==> src/rtl/alu_pkg.sv <==
// rtl/alu_pkg.sv - shared ALU op encodings
package alu_pkg;

    localparam int ALUOP_W = 4;

    localparam logic [ALUOP_W-1:0] ALU_NOP = 4'h0;
    localparam logic [ALUOP_W-1:0] ALU_ADD = 4'h1;
    localparam logic [ALUOP_W-1:0] ALU_SUB = 4'h2;
    localparam logic [ALUOP_W-1:0] ALU_AND = 4'h3;
    localparam logic [ALUOP_W-1:0] ALU_OR  = 4'h4;

endpackage

==> src/rtl/id_ex_stage_pkg.sv <==
// rtl/id_ex_stage_pkg.sv - shared pipeline constants and forwarding helpers
package id_ex_stage_pkg;

    localparam int XLEN  = 32;
    localparam int REG_W = 5;

    typedef logic [REG_W-1:0] reg_idx_t;
    typedef logic [XLEN-1:0]  xword_t;
    typedef logic [1:0]       fwd_sel_t;

    localparam fwd_sel_t FWD_RF  = 2'd0;
    localparam fwd_sel_t FWD_MEM = 2'd1;
    localparam fwd_sel_t FWD_WB  = 2'd2;

    // x0 is hardwired, so a producer targeting it never matches
    function automatic logic fwd_hit(input logic we, input reg_idx_t rd, input reg_idx_t rs);
        return we && (rd == rs) && (rs != '0);
    endfunction

endpackage

==> src/rtl/id_ex_stage_fwd_mux.sv <==
// rtl/id_ex_stage_fwd_mux.sv - per-source operand forwarding mux
module fwd_mux
    import id_ex_stage_pkg::*;
(
    input  logic [REG_W-1:0] rs,
    input  logic [XLEN-1:0]  rf_data,
    input  logic [REG_W-1:0] mem_rd,
    input  logic             mem_reg_write,
    input  logic [XLEN-1:0]  mem_result,
    input  logic [REG_W-1:0] wb_rd,
    input  logic             wb_reg_write,
    input  logic [XLEN-1:0]  wb_result,
    output logic [XLEN-1:0]  operand
);

    fwd_sel_t sel;

    always_comb begin
        sel = FWD_RF;
        if (fwd_hit(mem_reg_write, mem_rd, rs)) begin
            sel = FWD_MEM;
        end else if (fwd_hit(wb_reg_write, wb_rd, rs)) begin
            sel = FWD_WB;
        end
    end

    always_comb begin
        case (sel)
            FWD_MEM: operand = mem_result;
            FWD_WB:  operand = wb_result;
            default: operand = rf_data;
        endcase
    end

endmodule

==> src/rtl/id_ex_stage.sv <==
// rtl/id_ex_stage.sv - ID/EX pipeline register with forwarding, load-use stall and flush
module id_ex_stage
    import alu_pkg::*;
    import id_ex_stage_pkg::*;
(
    input  logic               clk,
    input  logic               rst,
    input  logic               flush,
    input  logic               id_valid,
    output logic               id_ready,
    input  logic [ALUOP_W-1:0] id_aluop,
    input  logic [REG_W-1:0]   id_rs1,
    input  logic [REG_W-1:0]   id_rs2,
    input  logic [REG_W-1:0]   id_rd,
    input  logic [XLEN-1:0]    id_rs1_data,
    input  logic [XLEN-1:0]    id_rs2_data,
    input  logic [XLEN-1:0]    id_imm,
    input  logic               id_use_imm,
    input  logic               id_reg_write,
    input  logic               id_mem_read,
    input  logic [REG_W-1:0]   mem_rd,
    input  logic [REG_W-1:0]   wb_rd,
    input  logic               mem_reg_write,
    input  logic               wb_reg_write,
    input  logic [XLEN-1:0]    mem_result,
    input  logic [XLEN-1:0]    wb_result,
    input  logic               ex_ready,
    output logic               ex_valid,
    output logic [ALUOP_W-1:0] ex_aluop,
    output logic [XLEN-1:0]    alu_data1,
    output logic [XLEN-1:0]    alu_data2,
    output logic [REG_W-1:0]   ex_rd,
    output logic               ex_reg_write,
    output logic               ex_mem_read,
    output logic               load_use_stall
);

    localparam logic [0:0] ST_EMPTY = 1'b0;
    localparam logic [0:0] ST_FULL  = 1'b1;

    logic [0:0]       state;
    logic [REG_W-1:0] held_rs1;
    logic [REG_W-1:0] held_rs2;
    logic             held_use_imm;
    logic [XLEN-1:0]  fwd_rs1;
    logic [XLEN-1:0]  fwd_rs2;
    logic             capture;

    assign ex_valid = (state == ST_FULL);

    assign load_use_stall = id_valid && ex_valid && ex_mem_read && (ex_rd != '0) &&
                            ((ex_rd == id_rs1) || ((ex_rd == id_rs2) && !id_use_imm));

    assign id_ready = (!ex_valid || ex_ready) && !load_use_stall && !flush;
    assign capture  = id_valid && id_ready;

    fwd_mux u_fwd_rs1 (
        .rs            (id_rs1),
        .rf_data       (id_rs1_data),
        .mem_rd        (mem_rd),
        .mem_reg_write (mem_reg_write),
        .mem_result    (mem_result),
        .wb_rd         (wb_rd),
        .wb_reg_write  (wb_reg_write),
        .wb_result     (wb_result),
        .operand       (fwd_rs1)
    );

    fwd_mux u_fwd_rs2 (
        .rs            (id_rs2),
        .rf_data       (id_rs2_data),
        .mem_rd        (mem_rd),
        .mem_reg_write (mem_reg_write),
        .mem_result    (mem_result),
        .wb_rd         (wb_rd),
        .wb_reg_write  (wb_reg_write),
        .wb_result     (wb_result),
        .operand       (fwd_rs2)
    );

    always_ff @(posedge clk) begin
        if (rst) begin
            state        <= ST_EMPTY;
            ex_aluop     <= ALU_NOP;
            alu_data1    <= '0;
            alu_data2    <= '0;
            ex_rd        <= '0;
            ex_reg_write <= 1'b0;
            ex_mem_read  <= 1'b0;
            held_rs1     <= '0;
            held_rs2     <= '0;
            held_use_imm <= 1'b0;
        end else if (flush) begin
            state        <= ST_EMPTY;
            ex_aluop     <= ALU_NOP;
            ex_reg_write <= 1'b0;
            ex_mem_read  <= 1'b0;
        end else if (capture) begin
            state        <= ST_FULL;
            ex_aluop     <= id_aluop;
            alu_data1    <= fwd_rs1;
            alu_data2    <= id_use_imm ? id_imm : fwd_rs2;
            ex_rd        <= id_rd;
            ex_reg_write <= id_reg_write;
            ex_mem_read  <= id_mem_read;
            held_rs1     <= id_rs1;
            held_rs2     <= id_rs2;
            held_use_imm <= id_use_imm;
        end else if (ex_valid && !ex_ready) begin
            // a producer may retire while we wait; pick its result up so the operand is not stale
            if (fwd_hit(wb_reg_write, wb_rd, held_rs1)) begin
                alu_data1 <= wb_result;
            end
            if (!held_use_imm && fwd_hit(wb_reg_write, wb_rd, held_rs2)) begin
                alu_data2 <= wb_result;
            end
        end else if (ex_valid) begin
            // drain with nothing captured, which also forms the load-use bubble
            state        <= ST_EMPTY;
            ex_aluop     <= ALU_NOP;
            ex_reg_write <= 1'b0;
            ex_mem_read  <= 1'b0;
        end
    end

endmodule

==> config.mk <==
export PLATFORM = sky130hd
export DESIGN_NAME = id_ex_stage
export DESIGN_NICKNAME = d
export VERILOG_FILES = /design/src/rtl/alu_pkg.sv /design/src/rtl/id_ex_stage_pkg.sv /design/src/rtl/id_ex_stage_fwd_mux.sv /design/src/rtl/id_ex_stage.sv
export SDC_FILE = /design/constraint.sdc
export NUM_CORES = 1
export LEC_CHECK = 0
export ABC_AREA = 1
export CORE_MARGIN = 3
export CORE_UTILIZATION = 39
export CTS_CLUSTER_DIAMETER = 60
export DETAILED_ROUTE_END_ITERATION = 16
export PLACE_DENSITY = 0.81
export SLEW_MARGIN = 40
export SYNTH_ARGS = -nofsm -noshare
export SYNTH_HDL_FRONTEND = slang
export SYNTH_SLANG_ARGS = --single-unit
export TNS_END_PERCENT = 1
==> constraint.sdc <==
create_clock -name clk -period 1.7 [get_ports clk]
set_clock_uncertainty 0.2 [all_clocks]
set_input_delay 0.255 -clock clk [delete_from_list [all_inputs] [get_ports clk]]
set_output_delay 0.255 -clock clk [all_outputs]
set_load 0.05 [all_outputs]
==> results.txt <==
STA classifies the critical path startpoint as a flip-flop. Main flop type after synthesis: dfxtp_1. The run gives 0 as the number of hold-slack violations in the final timing report.

The post-synthesis cell type with the largest combined area is dfxtp_1. The final clock period utilization by the worst path was 1.20; the post-placement cell count was 1667. Number of synthesis warnings: 0. Setup repair after global routing could not meet its margin everywhere. The total overflow left after global routing is 0. In this run the clock root is driven by a clkbuf_16. The largest single stage delay on the critical path is 380 ps.

After detailed routing, the average wire length per cell comes to 15.8 um. Number of filler cells placed in the layout: 1469. Wires add up to 26.7 mm. The fmax is 492 MHz, and the post-detailed-route via-to-cell ratio is 4.95. The floorplan has 46 rows. For this run, design rule violations remaining after detail routing come to 0.

The tools report the number of pins exceeding their max-slew limit in the final report as 0. The largest fanout on the critical path works out to 4. The portion of total power attributed to sequential cells was 0.356; the total CTS buffers was 9. The number of enable-type register cells in the synthesized netlist came out at 0. TritonCTS built the clock tree.

The run gives 1357 as the synthesized net count. The number of antenna violations at the first check in global routing was 3. After technology mapping, the gate count stands at 1158. Power spread over the standard cell area amounts to 557 nW/um2. The area growth from synthesis to layout is 67.6%, and the combinational fraction of design power is 0.323. The flow ran to the end, but the final reports show violations.

The slew at the pin closest to its max-slew limit is 538 ps. The logs give 20.2 mm for the HPWL reported at the end of detailed placement and 10400 um2 for the cell area after placement. In this design, the largest share of critical-path delay is due to simple AND/OR/NAND/NOR gates. In the final design database the tool counted 1663 nets.

No sink is reached through more buffers than the 2 on the longest clock path. Ranked by total cell area, the synthesized netlist is headed by dfxtp_1 27%, nand2_1 23%, inv_1 11%. The switching power summed over all nets is 1980 uW, and the starting density of the core is 0.403.

The portion of total power attributed to the clock network came out at 0.321. The die is 135 um tall. Entering global routing, the biggest net connects 47 pins. The signal on the critical path passes through inv_4 -> nand2_1 -> nand2_1 -> nor2_1 -> nand3_1 -> nand2_2 -> nand2_4 -> buf_6 -> nand2_2 -> inv_2 -> buf_12. Synthesis instantiated 31 different standard cells from the library. The H-tree was split into 3 levels.

At the later pin of the worst-skew pair, clock insertion delay measures 340 ps. The first TritonRoute pass finished after 6 iterations. The synthesized design contains 87 register bits. The logs give 0.00542 uW for the static leakage power and 8016 for the number of global-route vias before repair.

The die covers 18200 um2. At the end of routability-driven placement, the weighted congestion stood at 0.887. Counting every sink on the clock net gives 87.

The routed layout has 8364 vias. The critical path contains buffers and inverters numbering 4 combined. The minimum setup slack in the final design is -332 ps. Across the VDD grid, the largest voltage drop is 0.396 mV. Violation count after the first detailed-routing iteration: 642.

The number of non-filler instances in the completed layout is 1690, and the design area is 10900 um2. Fraction of layout instances using a drive strength above 1: 0.189. The startpoint-to-endpoint class of the critical path is reg -> out.

Area fraction of the dominant cell type after synthesis: 0.268. STA classifies the critical path endpoint as an output port. The number of hold buffers added after cts was 0.

Max-cap violations in this run came to 0. The path category of the worst min-delay check is in -> reg. The final reports fail on negative setup slack. The tools report the max-slew headroom at the worst pin as 0.641. The run gives 4080 uW as the internal power contribution. Clock-pin slew was measured on the worst setup and hold paths at 70 ps.

The smallest clock period supported by the final layout is computed as 2030 ps. The number of primary I/O pins came out at 277. The fraction of synthesis flops using an asynchronous set or reset pin came out at 0.

The die is 135 um wide. Setup violations remaining at the end of the flow were counted as 85. The worst-path cell with the longest stage delay was dfxtp_4.

The total area inside the core boundary comes to 16100 um2. The mapped netlist covers 6500 um2. The average instance in the mapped netlist occupies 5.61 um2. STA puts the critical path data arrival time at 1580 ps.

The global router's overall resource usage was 0.278; the switching share of power was 0.326. The first-pass GRT wire length is 40.5 mm, and the number of buffers inserted by port buffering is 276. The count of nets left with antenna violations once routing finished came out at 0. The proportion of synthesized chip area in sequential cells is 0.268, and the critical path required time is 1240 ps.
==> synth_stat cells (2+ instances only) <==
cell type,instances
nor3_1,3
nand3_1,90
o21ai_1,10
a21oi_2,10
clkbuf_1,22
nand2_4,3
a21oi_1,47
o22ai_1,36
buf_6,5
nand2_1,391
xnor2_1,5
inv_2,7
o211ai_1,20
buf_2,26
nand4_1,10
or2_2,13
nor2_2,4
buf_4,4
o21ai_0,32
nand3_4,2
buf_1,6
inv_1,186
nor2_1,125
xor2_1,8
dfxtp_1,87
==> layer usage <==
metal  GRT usage  vias up  wire length, um
met1       0.345     3736            10900
met5           0        -                0
met3      0.0585       60             2270
met4       0.110        0              867
li1            -     4195                -
met2       0.472      373            12700
==> final timing paths <==
kind                                 endpoint        start  cells after the start  slack (ps)
worst max-delay path                 id_ready     ex_rd[2]                     11        -330
worst min-delay path              held_rs2[0]    id_rs2[0]                      3         220
worst max register to register  alu_data2[27]     ex_rd[2]                     15        -320
worst min register to register    held_rs2[4]  held_rs2[4]                      2         280
==> placed cells by master, fill, tap and decap left out, types with 10 or more instances in the layout <==
cell type	n
dfxtp_1	80
nand4_1	10
o211ai_1	20
inv_1	176
nand2_1	367
nand3_1	90
or2_2	13
inv_2	11
a21oi_2	12
a21oi_1	45
o21ai_0	13
clkdlybuf4s50_1	180
o22ai_1	36
buf_12	62
dlygate4sd2_1	16
nor2_2	11
buf_4	93
o21ai_1	24
nor2_1	117
nand2_2	23
==> timing repair <==
action / CTS / global route
setup buffers: 2 / 0
setup endpoints to repair: 89 / 89
pin swaps: 9 / 14
endpoints found under the hold margin: 0 / 0
gates resized for setup: 66 / 31
==> worst register-to-register path, cell delays in order (launching register included) <==
cell,delay [ps]
dfxtp_4,380
inv_4,50
nand2_1,50
nand2_1,50
nor2_1,100
nand3_1,90
nand2_2,100
nand2_4,70
nand3_4,80
buf_6,140
nand2_2,60
nand3_2,100
buf_12,230
nand2_1,100
nand2_1,80
nor2_2,40
==> kinds of logic after synthesis <==
family | synth area share
buf+inv | 0.162
xor+xnor | 0.0175
flops | 0.268
simple gates | 0.412
compound gates | 0.141
==> area by class of cell <==
class,count,area [um2],area share
inverters,193,739,0.0679
flip-flops and latches,87,1770,0.162
clock inverters,7,56.3,0.00517
multi-input cells,814,3850,0.353
diodes,5,12.5,0.00115
repair buffers,359,3970,0.365
well taps,216,270,0.0248
clock buffers,9,225,0.0207
==> state kept, by name, indices dropped and copies added (netlist names) <==
signal / cells
ex_reg_write: 1
ex_rd: 5
held_rs1: 5
alu_data1: 32
held_use_imm: 1
held_rs2: 5
ex_valid: 1
ex_aluop: 4
ex_mem_read: 1
alu_data2: 32
==> stage by stage <==
| stage | utilization | TNS [ps] | hold WS, ps | power [uW] | setup slack, ps |
|---|---|---|---|---|---|
| CTS | 0.671 | -20820 | 196 | 6080 | -359 |
| finish | 0.676 | -20400 | 218 | 6070 | -332 |
| global placement | 0.646 | -70050 | 253 | 4090 | -884 |
| detailed placement | 0.646 | -70890 | 270 | 4110 | -898 |
| global route | 0.676 | -32750 | 261 | 6340 | -472 |
| floorplan | - | -15410 | 117 | 3100 | -203 |
==> power groups by stage <==
stage	logic, uW	registers (uW)	clock network [uW]
3_5_place_dp	1910	2200	0
3_3_place_gp	1890	2200	0
4_1_cts	1940	2160	1980
5_1_grt	2120	2170	2050
2_1_floorplan	745	2360	0
6_report	1960	2160	1950
Power figures use the tool's default switching activity.
